===== src/rtl/serial_subtractor.sv =====
// Bit-serial a-b, LSB first, valid/ready on both sides.
// Optional signed overflow flag: define SERIAL_SUB_OVF_EN.
module serial_subtractor #(
  parameter int WIDTH = 8
) (
  input  logic             clk,
  input  logic             rst_n,
  input  logic             start_valid,
  output logic             start_ready,
  input  logic [WIDTH-1:0] a,
  input  logic [WIDTH-1:0] b,
  output logic [WIDTH-1:0] diff,
  output logic             borrow,
  output logic             ovf,
  output logic             done_valid,
  input  logic             done_ready,
  output logic             busy
);

  localparam int CW = $clog2(WIDTH) + 1;

  typedef enum logic [1:0] {
    IDLE = 2'd0,
    RUN  = 2'd1,
    DONE = 2'd2
  } state_t;

  state_t           state_q, state_d;
  logic [WIDTH-1:0] a_sh_q, a_sh_d;
  logic [WIDTH-1:0] b_sh_q, b_sh_d;
  logic [WIDTH-1:0] res_q, res_d;
  logic [WIDTH-1:0] diff_q, diff_d;
  logic [CW-1:0]    cnt_q, cnt_d;
  logic             bin_q, bin_d;
  logic             borrow_q, borrow_d;
  logic             dv_q, dv_d;

`ifdef SERIAL_SUB_OVF_EN
  logic am_q, am_d;
  logic bm_q, bm_d;
  logic ovf_q, ovf_d;
`endif

  logic             a0, b0;
  logic             d_bit, bout;
  logic             last;
  logic [WIDTH-1:0] res_nxt;

  // Full-subtractor cell on the current LSBs
  always_comb begin
    a0      = a_sh_q[0];
    b0      = b_sh_q[0];
    d_bit   = a0 ^ b0 ^ bin_q;
    bout    = (~a0 & b0) | (~(a0 ^ b0) & bin_q);
    res_nxt = {d_bit, res_q[WIDTH-1:1]};
    last    = (cnt_q == CW'(WIDTH - 1));
  end

  // Next-state and datapath control
  always_comb begin
    state_d  = state_q;
    a_sh_d   = a_sh_q;
    b_sh_d   = b_sh_q;
    res_d    = res_q;
    diff_d   = diff_q;
    cnt_d    = cnt_q;
    bin_d    = bin_q;
    borrow_d = borrow_q;
    dv_d     = dv_q;
`ifdef SERIAL_SUB_OVF_EN
    am_d     = am_q;
    bm_d     = bm_q;
    ovf_d    = ovf_q;
`endif
    unique case (state_q)
      IDLE: begin
        if (start_valid) begin
          a_sh_d  = a;
          b_sh_d  = b;
          bin_d   = 1'b0;
          cnt_d   = '0;
          state_d = RUN;
`ifdef SERIAL_SUB_OVF_EN
          am_d    = a[WIDTH-1];
          bm_d    = b[WIDTH-1];
`endif
        end
      end
      RUN: begin
        a_sh_d = a_sh_q >> 1;
        b_sh_d = b_sh_q >> 1;
        bin_d  = bout;
        res_d  = res_nxt;
        cnt_d  = cnt_q + CW'(1);
        if (last) begin
          state_d  = DONE;
          diff_d   = res_nxt;
          borrow_d = bout;
          dv_d     = 1'b1;
`ifdef SERIAL_SUB_OVF_EN
          ovf_d    = (am_q != bm_q) &&
                     (d_bit != am_q);
`endif
        end
      end
      DONE: begin
        if (done_ready) begin
          state_d = IDLE;
          dv_d    = 1'b0;
        end
      end
      default: begin
        state_d = IDLE;
        dv_d    = 1'b0;
      end
    endcase
  end

  // State and result registers
  always_ff @(posedge clk or negedge rst_n) begin
    if (!rst_n) begin
      state_q  <= IDLE;
      a_sh_q   <= '0;
      b_sh_q   <= '0;
      res_q    <= '0;
      diff_q   <= '0;
      cnt_q    <= '0;
      bin_q    <= 1'b0;
      borrow_q <= 1'b0;
      dv_q     <= 1'b0;
    end else begin
      state_q  <= state_d;
      a_sh_q   <= a_sh_d;
      b_sh_q   <= b_sh_d;
      res_q    <= res_d;
      diff_q   <= diff_d;
      cnt_q    <= cnt_d;
      bin_q    <= bin_d;
      borrow_q <= borrow_d;
      dv_q     <= dv_d;
    end
  end

`ifdef SERIAL_SUB_OVF_EN
  // Operand sign capture and overflow flag
  always_ff @(posedge clk or negedge rst_n) begin
    if (!rst_n) begin
      am_q  <= 1'b0;
      bm_q  <= 1'b0;
      ovf_q <= 1'b0;
    end else begin
      am_q  <= am_d;
      bm_q  <= bm_d;
      ovf_q <= ovf_d;
    end
  end

  assign ovf = ovf_q;
`else
  assign ovf = 1'b0;
`endif

  assign diff        = diff_q;
  assign borrow      = borrow_q;
  assign done_valid  = dv_q;
  assign start_ready = (state_q == IDLE);
  assign busy        = (state_q != IDLE);

endmodule


===== config.mk =====
export PLATFORM = sky130hd
export DESIGN_NAME = serial_subtractor
export DESIGN_NICKNAME = d
export VERILOG_FILES = /design/src/rtl/serial_subtractor.sv
export SDC_FILE = /design/constraint.sdc
export NUM_CORES = 1
export LEC_CHECK = 0
export CORE_MARGIN = 2
export CORE_UTILIZATION = 58
export CTS_BUF_LIST = sky130_fd_sc_hd__clkbuf_8
export DETAILED_ROUTE_END_ITERATION = 8
export PLACE_DENSITY = 0.93
export SYNTH_ARGS = -nofsm -noshare
export SYNTH_HDL_FRONTEND = slang
export SYNTH_SLANG_ARGS = --single-unit

===== constraint.sdc =====
create_clock -name clk -period 3.8 [get_ports clk]
set_clock_uncertainty 0.2 [all_clocks]
set_input_delay 0.57 -clock clk [delete_from_list [all_inputs] [get_ports clk]]
set_output_delay 0.57 -clock clk [all_outputs]
set_load 0.02 [all_outputs]

==> tab_implementation.tex <==
\begin{tabular}{lr}
\hline
Metric & Value \\
\hline
\multicolumn{2}{l}{\textbf{Run status}} \\
Status & finished, final reports clean \\
\multicolumn{2}{l}{\textbf{Synth}} \\
Total of flip-flops plus latches after synthesis & 40 \\
Leading area contributor after synthesis & dfrtp\_1 \\
Synth warn & 0 \\
Ranking of synthesized cells by area & dfrtp\_1 55\%, nand2\_1 6.6\%, mux2\_4 5.8\% \\
Leading cell type by number of instances after synthesis & dfrtp\_1 \\
Post-synth EDFFs & 0 \\
Register area share after synthesis & 55.0\% \\
Number of distinct library cells after synthesis & 32 \\
Leading post-synthesis cells by instance count & 40 x dfrtp\_1, 32 x nand2\_1, 17 x o21ai\_0, 13 x a22oi\_1, 10 x nor2b\_1 \\
Share of synthesized registers carrying an async set or reset & 100\% \\
Avg Synthesized Cell Area & 10.7 um2 \\
Cell Area, Synth & 1820 um2 \\
Dominant synthesized flop cell & dfrtp\_1 \\
Number of nets produced by synthesis & between 150 and 200 \\
Synthesized netlist cell count & 170 \\
Post-synth top area share & 55.0\% \\
\multicolumn{2}{l}{\textbf{Timing}} \\
Total Neg Setup Slack & 0 ns \\
Final Worst Setup Slack & 1.02 ns \\
Worst slew margin & 42.4\% \\
Period utilisation layout & approximately three quarters \\
Max-slew violations & 0 \\
Number of hold violations in the final report & 0 \\
Setup repair after global routing missed its margin & false \\
Maximum clock frequency & approximately 0.36 GHz \\
Slew @ Worst Pin & 0.864 ns \\
Final critical delay including setup and external delays & 2.78 ns \\
Final setup violating endpoints & 0 \\
\multicolumn{2}{l}{\textbf{Global route}} \\
First-pass GRT wire length & 5900 um \\
Met2 routing resource usage after global routing & 39.1\% \\
Vias in the first global route & 1328 \\
Pin count of the biggest net entering global routing & 41 \\
GR Util All Layers & 22.7\% \\
Global route total overflow & 0 \\
Met3 Resource Use GR & approximately 6\% \\
GRT Max-Usage Layer & met2 \\
Antenna violations before repair & 0 \\
Met1 Track Usage GR & a little over a quarter \\
\multicolumn{2}{l}{\textbf{Clocking}} \\
CTS hold repair buffers & 0 \\
Post-CTS setup-driven buffer insertion count & 0 \\
TritonCTS clock tree & built \\
Clock slew seen by the registers of the worst setup and hold paths & 0.07 ns \\
Number of gates given a new drive strength after cts & 0 \\
Clock latency on the worst-skew pair & around 0.29 ns \\
TritonCTS buffer count & 5 \\
Clock tree buffer depth & 2 \\
Maximum level of the CTS H-tree & 2 \\
Clk sinks & 40 \\
Clock root buffer master & clkbuf\_8 \\
\multicolumn{2}{l}{\textbf{Worst setup path}} \\
WS Path Type & register to primary output \\
Max FO, Critical Path & 26 \\
Reg2reg path depth & 3 \\
R2R setup slack & 1.43 ns \\
Worst reg2reg path endpoint & diff[0] \\
Data arrival at the endpoint of the critical path & 2.01 ns \\
Reg-to-Reg Start & state\_q[0] \\
Worst endpoint required time & 3.03 ns \\
Type of element launching the critical path & register \\
Setup crit end kind & primary output \\
\multicolumn{2}{l}{\textbf{Floorplan}} \\
Height of the chip & between 60 and 70 um \\
Overall die area & 3600 um2 \\
Row count & 20 \\
Starting Density & $\sim$60\% \\
Core area & 3030 um2 \\
Width of the die & 60.0 um \\
I/O pin count & 33 \\
\multicolumn{2}{l}{\textbf{Flow run}} \\
Reported max-cap violation count & 0 \\
\multicolumn{2}{l}{\textbf{Routing}} \\
Drt wl/cell & 14.5 um \\
Final ANT Viol Nets & 0 \\
Vias & roughly 1300 \\
Detailed-routing iteration count for the pre-antenna-repair pass & 4 \\
Total length of routed wires & 3480 um \\
Violation count after the first detailed-routing iteration & 52 \\
Per-cell via count in the routed design & 5.62 \\
DRC violations left & 0 \\
\multicolumn{2}{l}{\textbf{Cells and area}} \\
Final Net Count & roughly 220 \\
Antenna cell count & 0 \\
Design Area, Final & 2210 um2 \\
Share of cells above drive strength 1 & between 10\% and 20\% \\
FILL cells & approximately 220 \\
Util after Layout & 72.9\% \\
Area Overhead vs Synth & 21.3\% \\
\multicolumn{2}{l}{\textbf{Power and ir drop}} \\
Leakage component of the power & 0.981 nW \\
Power Density & $\sim$760 nW/um2 \\
Worst vdd rail ir drop & 0.000358 V \\
Power, Total & between 1.5 and 2 mW \\
\multicolumn{2}{l}{\textbf{Placement}} \\
Number of I/O port buffers & 31 \\
Pre-CTS worst setup slack & between 1 and 1.5 ns \\
HPWL after DPL & 2440 um \\
Final GP Congestion & 0.830 \\
Cell area reported after detailed placement & 2110 um2 \\
\multicolumn{2}{l}{\textbf{Worst hold path}} \\
Type of the most critical hold path & input pin to async pin \\
\hline
\end{tabular}
[routing by layer]
layer  vias up  routed length [um]
met3         7                 178
met1       666                1430
met2        45                1820
met5         -                   0
li1        631                   -
met4         0                  49
[area by class of cell]
class,count,area (um2),share of cell area (%)
Sequential cell,40,1000,45.4
Multi-Input combinational cell,112,723,32.8
Timing Repair Buffer,32,313,14.2
Clock buffer,7,96.3,4.37
Tap cell,44,55.1,2.49
Inverter,5,18.8,0.850
[cells in the final DEF, fill, tap and decap left out, types with 2 or more instances in the layout]
master / synthesis / routed
a21oi_1: 9 / 9
o21ai_0: 17 / 17
a22o_1: 2 / 2
mux2_2: 2 / 2
nor2_1: 4 / 4
clkdlybuf4s50_1: 0 / 30
clkbuf_8: 0 / 7
inv_1: 5 / 5
nand2_1: 32 / 32
dfrtp_1: 40 / 40
a22oi_1: 13 / 13
mux2_4: 7 / 7
nor2b_1: 10 / 10
[logic make-up (layout without fill, tap and decap cells)]
| family | count (synthesis) | after routing | share of synthesized area, % |
|---|---|---|---|
| compound gates | 49 | 49 | 16.9 |
| fa+ha+maj | 2 | 2 | 1.79 |
| buf+inv | 18 | 44 | 5.23 |
| flops | 40 | 40 | 55.0 |
| mux | 10 | 10 | 7.57 |
| other cells | 1 | 1 | 0.206 |
| simple gates | 50 | 50 | 13.3 |
[stage by stage]
step           hold slack, ns  cells
4_1_cts                 0.209    240
5_1_grt                 0.255    240
2_1_floorplan          0.0744    170
3_3_place_gp            0.257    233
3_5_place_dp            0.268    233
6_report                0.193    240
[where the power goes]
part	internal (mW)	switching, mW	total [mW]
registers	0.598	0.155	0.754
clock network	0.162	0.137	0.298
logic	0.323	0.306	0.629
total	1.08	0.598	1.68
[critical path, cell delays in order (launching register included)]
cell             delay [ns]
dfrtp_1                0.85
nor2_1                 0.18
inv_1                  0.10
clkdlybuf4s50_1        0.60
[registers in the layout, indices dropped and copies added, names as in the netlist]
signal	flops
bin_q	1
done_valid	1
diff	8
res_q	7
state_q	2
a_sh_q	8
cnt_q	4
borrow	1
b_sh_q	8
[worst max-delay path by stage]
| stage | from | slack [ns] | endpoint |
|---|---|---|---|
| final | state_q[0] | 1.02 | busy |
| after global routing | state_q[0] | 0.87 | busy |
| after CTS | state_q[0] | 1.02 | busy |
| after detailed placement | start_valid | 1.23 | cnt_q[3] |
| after global placement | start_valid | 1.30 | cnt_q[3] |
| after floorplan | state_q[1] | 1.91 | busy |
Power figures use the tool's default switching activity.
==> edit 1, RTL diff (same settings) <==
Re-encode `state_t` (3 states) as one-hot, 3 bits wide.
--- a/src/rtl/serial_subtractor.sv
+++ b/src/rtl/serial_subtractor.sv
@@ -20,8 +20,8 @@
   localparam int CW = $clog2(WIDTH) + 1;
 
-  typedef enum logic [1:0] {
-    IDLE = 2'd0,
-    RUN  = 2'd1,
-    DONE = 2'd2
+  typedef enum logic [2:0] {
+    IDLE = 3'b001,
+    RUN  = 3'b010,
+    DONE = 3'b100
   } state_t;
 
Formal check against the unedited RTL: no difference found for any inputs over 10 cycles, from zero or initial values and one cycle with rst_n low; not proved beyond that.
==> edit 1 against the original RTL <==
- cell count down 6.3%
- cell area is the same
- synthesized area fell by 1.4%
- sequential cell count grew 1
- worst setup slack improved by 0.069 ns
- register-to-register slack better by 0.34 ns
- wire length is 6.2% lower
- sequential share of layout area grew 1.2 points
- maximum frequency up 2.5%
- power is 14% lower
- critical path type unchanged
- highest routed layer unchanged
==> edit 1: results (changes against the original RTL) <==
Drt
  – Post-Route WL: 3270 um (-6.2%)
  – # DRC: 0 (unchanged)
  – Met2 wire len: 1630 um (-10%)
  – 1st-iter DRT viols: 32 (-38%)
  – Metal3 WL: 176 um (-1.1%)
  – Via density: 5.74 (+2.2%)
  – Met1 Wirelength: 1410 um (-1.3%)

Place
  – Pre-CTS setup slack: 1.30 ns (+0.0772 ns)
  – Gpl congestion: 0.829 (about the same)
  – HPWL after DPL: 2300 um (-6.0%)

GRT
  – Number of global-route vias before repair: 1255 (-5.5%)
  – First-pass GRT wire length: 5410 um (-8.3%)
  – Largest net degree at the start of global routing: 42 (+2.4%)
  – Met1 usage: 0.246 (-0.0197)
  – Met3 Track Usage GR: 0.0721 (+0.0136)
  – Total GRT Usage: 0.210 (-0.0165)

Cells and area
  – Layout cells sized above 1: 0.0677 (-0.0343)
  – Final Net Count: 213 (-2.3%)

Synth
  – Dominant cells by area after synthesis: dfrtp_1 56%, nand2_1 5.9%, mux2_1 5.0%, mux2i_1 3.9%, o22ai_1 3.1%
  – Syn Nets: 185 (-3.6%)
  – Synth Area in Adders: 0.0181 (+0.000249)
  – Cell variety after synth: 34 (+6.3%)
  – Sequential area share after synthesis: 0.573 (+0.0223)
  – Compound-Gate Fraction of Synth Area: 0.0872 (-0.0820)
  – Yosys warnings: 0 (unchanged)

STA
  – FMAX: 0.368 GHz (+2.5%)
  – Worst hold slack: 0.190 ns (-0.00274 ns)
  – Max-slew headroom: 0.414 (-0.00989)

Setup path
  – CP endpoint: start_ready
  – Crit. Startpoint: state_q[0]$_DFFE_PN1P_
  – R2R cell count: 3 (unchanged)
  – CP max stage delay: 0.67 ns (-0.18 ns)
  – Critical path's slowest cell: clkdlybuf4s50_1
  – Worst reg2reg setup slack: 1.77 ns (+0.34 ns)
  – Data arrival time of the worst path: 1.94 ns (-0.07 ns)
  – Reg-to-reg critical path endpoint: a_sh_q[1]$_DFFE_PN0P_
  – Critical path's top delay family: buffers and inverters

Power and ir drop
  – Seq pwr: 0.000673 W (-11%)
  – Comb. pwr: 0.000421 W (-33%)
  – Sw power: 0.000476 W (-20%)
  – Leakage: 1.02 nW (+4.5%)
  – Maximum VDD drop: 0.000368 V (+2.7%)

Outcome
  – Status: complete, no violations

Min path
  – HP Class: in2async
## edit 1: cell types whose count changed in the layout (fill, tap and decap cells not counted), sizes merged, moves of 2 or more
cell   before  now
a21oi       9    3
mux2i       1    8
o21ai      17   10
nor3        1    8
nor2b      10    1
a22oi      13    0
nor2        4   11
o22ai       1    9
or3b        0    2
nor3b       0    3
nand2      32   28
## edit 1: metrics by stage
step | area (sq um) | instances | utilization
floorplan | 1790 | 163 | -
finish | 2210 | 225 | 0.735
global route | 2210 | 225 | 0.735
detailed placement | 2090 | 217 | 0.696
CTS | 2210 | 225 | 0.735
global placement | 2090 | 217 | 0.696
## edit 1: area by class of cell
| cell class | instances | area (sq um) |
|---|---|---|
| clock buffers | 6 | 82.6 |
| flip-flops and latches | 41 | 1030 |
| well taps | 33 | 41.3 |
| inverters | 4 | 15.0 |
| fillers | 221 | 796 |
| multi-input cells | 107 | 694 |
| clock inverters | 2 | 33.8 |
| repair buffers | 32 | 313 |
==> edit 2, RTL diff (same settings) <==
Without the edit above. Build with the macro `SERIAL_SUB_OVF_EN` defined.
--- a/src/rtl/serial_subtractor.sv
+++ b/src/rtl/serial_subtractor.sv
@@ -1,4 +1,6 @@
 // Bit-serial a-b, LSB first, valid/ready on both sides.
 // Optional signed overflow flag: define SERIAL_SUB_OVF_EN.
+`define SERIAL_SUB_OVF_EN
+
 module serial_subtractor #(
   parameter int WIDTH = 8
Behaviour: not the same (a bounded check fails within 10 cycles, from zero or initial values and one cycle with rst_n low).
==> edit 2 against the original RTL <==
- worst setup slack worse by 0.086 ns
- cell area up 5.0%
- sequential power up 10%
- wire length up 7.4%
- largest power group unchanged
- utilization up 2.4 points
- sequential cell count up 3
- synthesized area up 3.4%
- power up 14%
==> edit 2: results (changes against the original RTL) <==
GRT
  – Total GRT Usage: 0.229 (+0.00210)
  – Number of global-route vias before repair: 1329 (+0.075%)
  – Largest net degree at the start of global routing: 44 (+7.3%)
  – Initial antenna violation count: 0 (unchanged)
  – First-pass GRT wire length: 6040 um (+2.3%)

Place
  – HPWL after DPL: 2500 um (+2.3%)
  – Gpl congestion: 0.804 (-3.1%)
  – Placed insts: 226 (-3.0%)
  – Port bufs: 32 (+3.2%)
  – Pre-CTS setup slack: 1.25 ns (+0.0263 ns)
  – Dpl cell area: 0.00220 sq mm (+4.3%)

Clock network
  – Worst skew pair latency: 0.30 ns
  – H-tree levels: 2 (unchanged)
  – Resized Gates After CTS: 0 (unchanged)
  – CTS root buffer: clkbuf_8
  – Worst-path clk slew: 0.08 ns
  – CTS buffer count: 5 (unchanged)
  – Post-CTS Setup Bufs: 0 (unchanged)

Synth
  – Commonest cells in the netlist: 43 x dfrtp_1, 22 x nand2_1, 20 x o21ai_0
  – Dominant cells by area after synthesis: dfrtp_1 57%, mux2_2 7.2%, mux2_4 5.6%, o21ai_0 5.3%, a22oi_1 4.8%
  – Ys flop type: dfrtp_1
  – Asr flop ratio synth: 1.00 (unchanged)
  – Cells after synthesis: 159 (-6.5%)
  – Yosys warnings: 0 (unchanged)
  – Cell variety after synth: 30 (-6.3%)
  – Sequential area share after synthesis: 0.572 (+0.0216)
  – Syn Nets: 181 (-5.7%)

Outcome
  – Status: complete, no violations

Setup path
  – Crit Path Max Fanout: 26 (unchanged)
  – Data arrival time of the worst path: 2.10 ns (+0.09 ns)
  – Crit path kind: reg2out
  – CP max stage delay: 0.88 ns (+0.03 ns)
  – Worst R2R Start: state_q[0]$_DFFE_PN0P_

Power and ir drop
  – Clock power share: 0.191 (+0.014)
  – Clock group: 0.000367 W (+23%)
  – Maximum VDD drop: 0.000545 V (+52%)
  – Sw power: 0.000653 W (+9.2%)
  – Leakage: 1.00 nW (+2.4%)
  – Seq pwr: 0.000830 W (+10%)

Drt
  – First-pass iteration count of the detailed router: 5 (+1)
  – Post-Route WL: 3740 um (+7.4%)
  – Via density: 5.62 (about the same)
  – Wire per inst: 16.0 um (+10%)
  – 1st-iter DRT viols: 111 (+110%)

Cells and area
  – Final core utilization: 0.753 (+0.0243)
  – Fillcell total: 209 (-3.2%)
  – Layout cells sized above 1: 0.163 (+0.0611)
  – Final Net Count: 211 (-3.2%)

STA
  – Slew at the pin closest to its max-slew limit: 0.918 ns (+0.0539 ns)
## edit 2: worst reg2reg max path: stages, from the launching register on
cell and delay (ns):
dfrtp_1 0.88, nand2b_4 0.25, nor3_4 0.65, mux2_2 0.41
## edit 2: metal layers
| metal | share of wire | vias to the layer above | global-route usage | routed length (um) |
|---|---|---|---|---|
| met5 | 0 | - | 0 | 0 |
| met4 | 0.019 | 0 | 0.0932 | 70 |
| met3 | 0.079 | 10 | 0.0725 | 296 |
| met2 | 0.47 | 71 | 0.363 | 1770 |
| met1 | 0.43 | 624 | 0.294 | 1610 |
| li1 | - | 610 | - | - |
## edit 2: worst paths after layout
path,to,slack [ns],cells past startpoint
setup reg to reg,diff[1]$_DFFE_PN0P_,1.29,3
setup / recovery,busy,0.93,3
max in group asynchronous,ovf$_DFFE_PN0P_,2.62,1
hold reg to reg,bin_q$_DFFE_PN0P_,0.29,2
min in group clk,bin_q$_DFFE_PN0P_,0.29,2
hold / removal,b_sh_q[3]$_DFFE_PN0P_,0.20,1
## edit 2: cell families (layout without fill, tap and decap cells)
| kind of cell | count (synthesis) | in the layout | share of synthesized area |
|---|---|---|---|
| adders and majority gates | 2 | 2 | 0.0173 |
| muxes | 20 | 20 | 0.133 |
| AOI/OAI and AO/OA | 41 | 41 | 0.136 |
| and+or+nand+nor | 37 | 37 | 0.0991 |
| buffers and inverters | 16 | 47 | 0.0432 |
| DFF | 43 | 43 | 0.572 |
## edit 2: layout make-up
type / instances / share of cell area
clock buffer: 6 / 0.0356
clock inverter: 2 / 0.0151
inverter: 6 / 0.00971
multi-input combinational: 100 / 0.312
sequential: 43 / 0.464
tap: 44 / 0.0237
timing repair buffer: 33 / 0.139
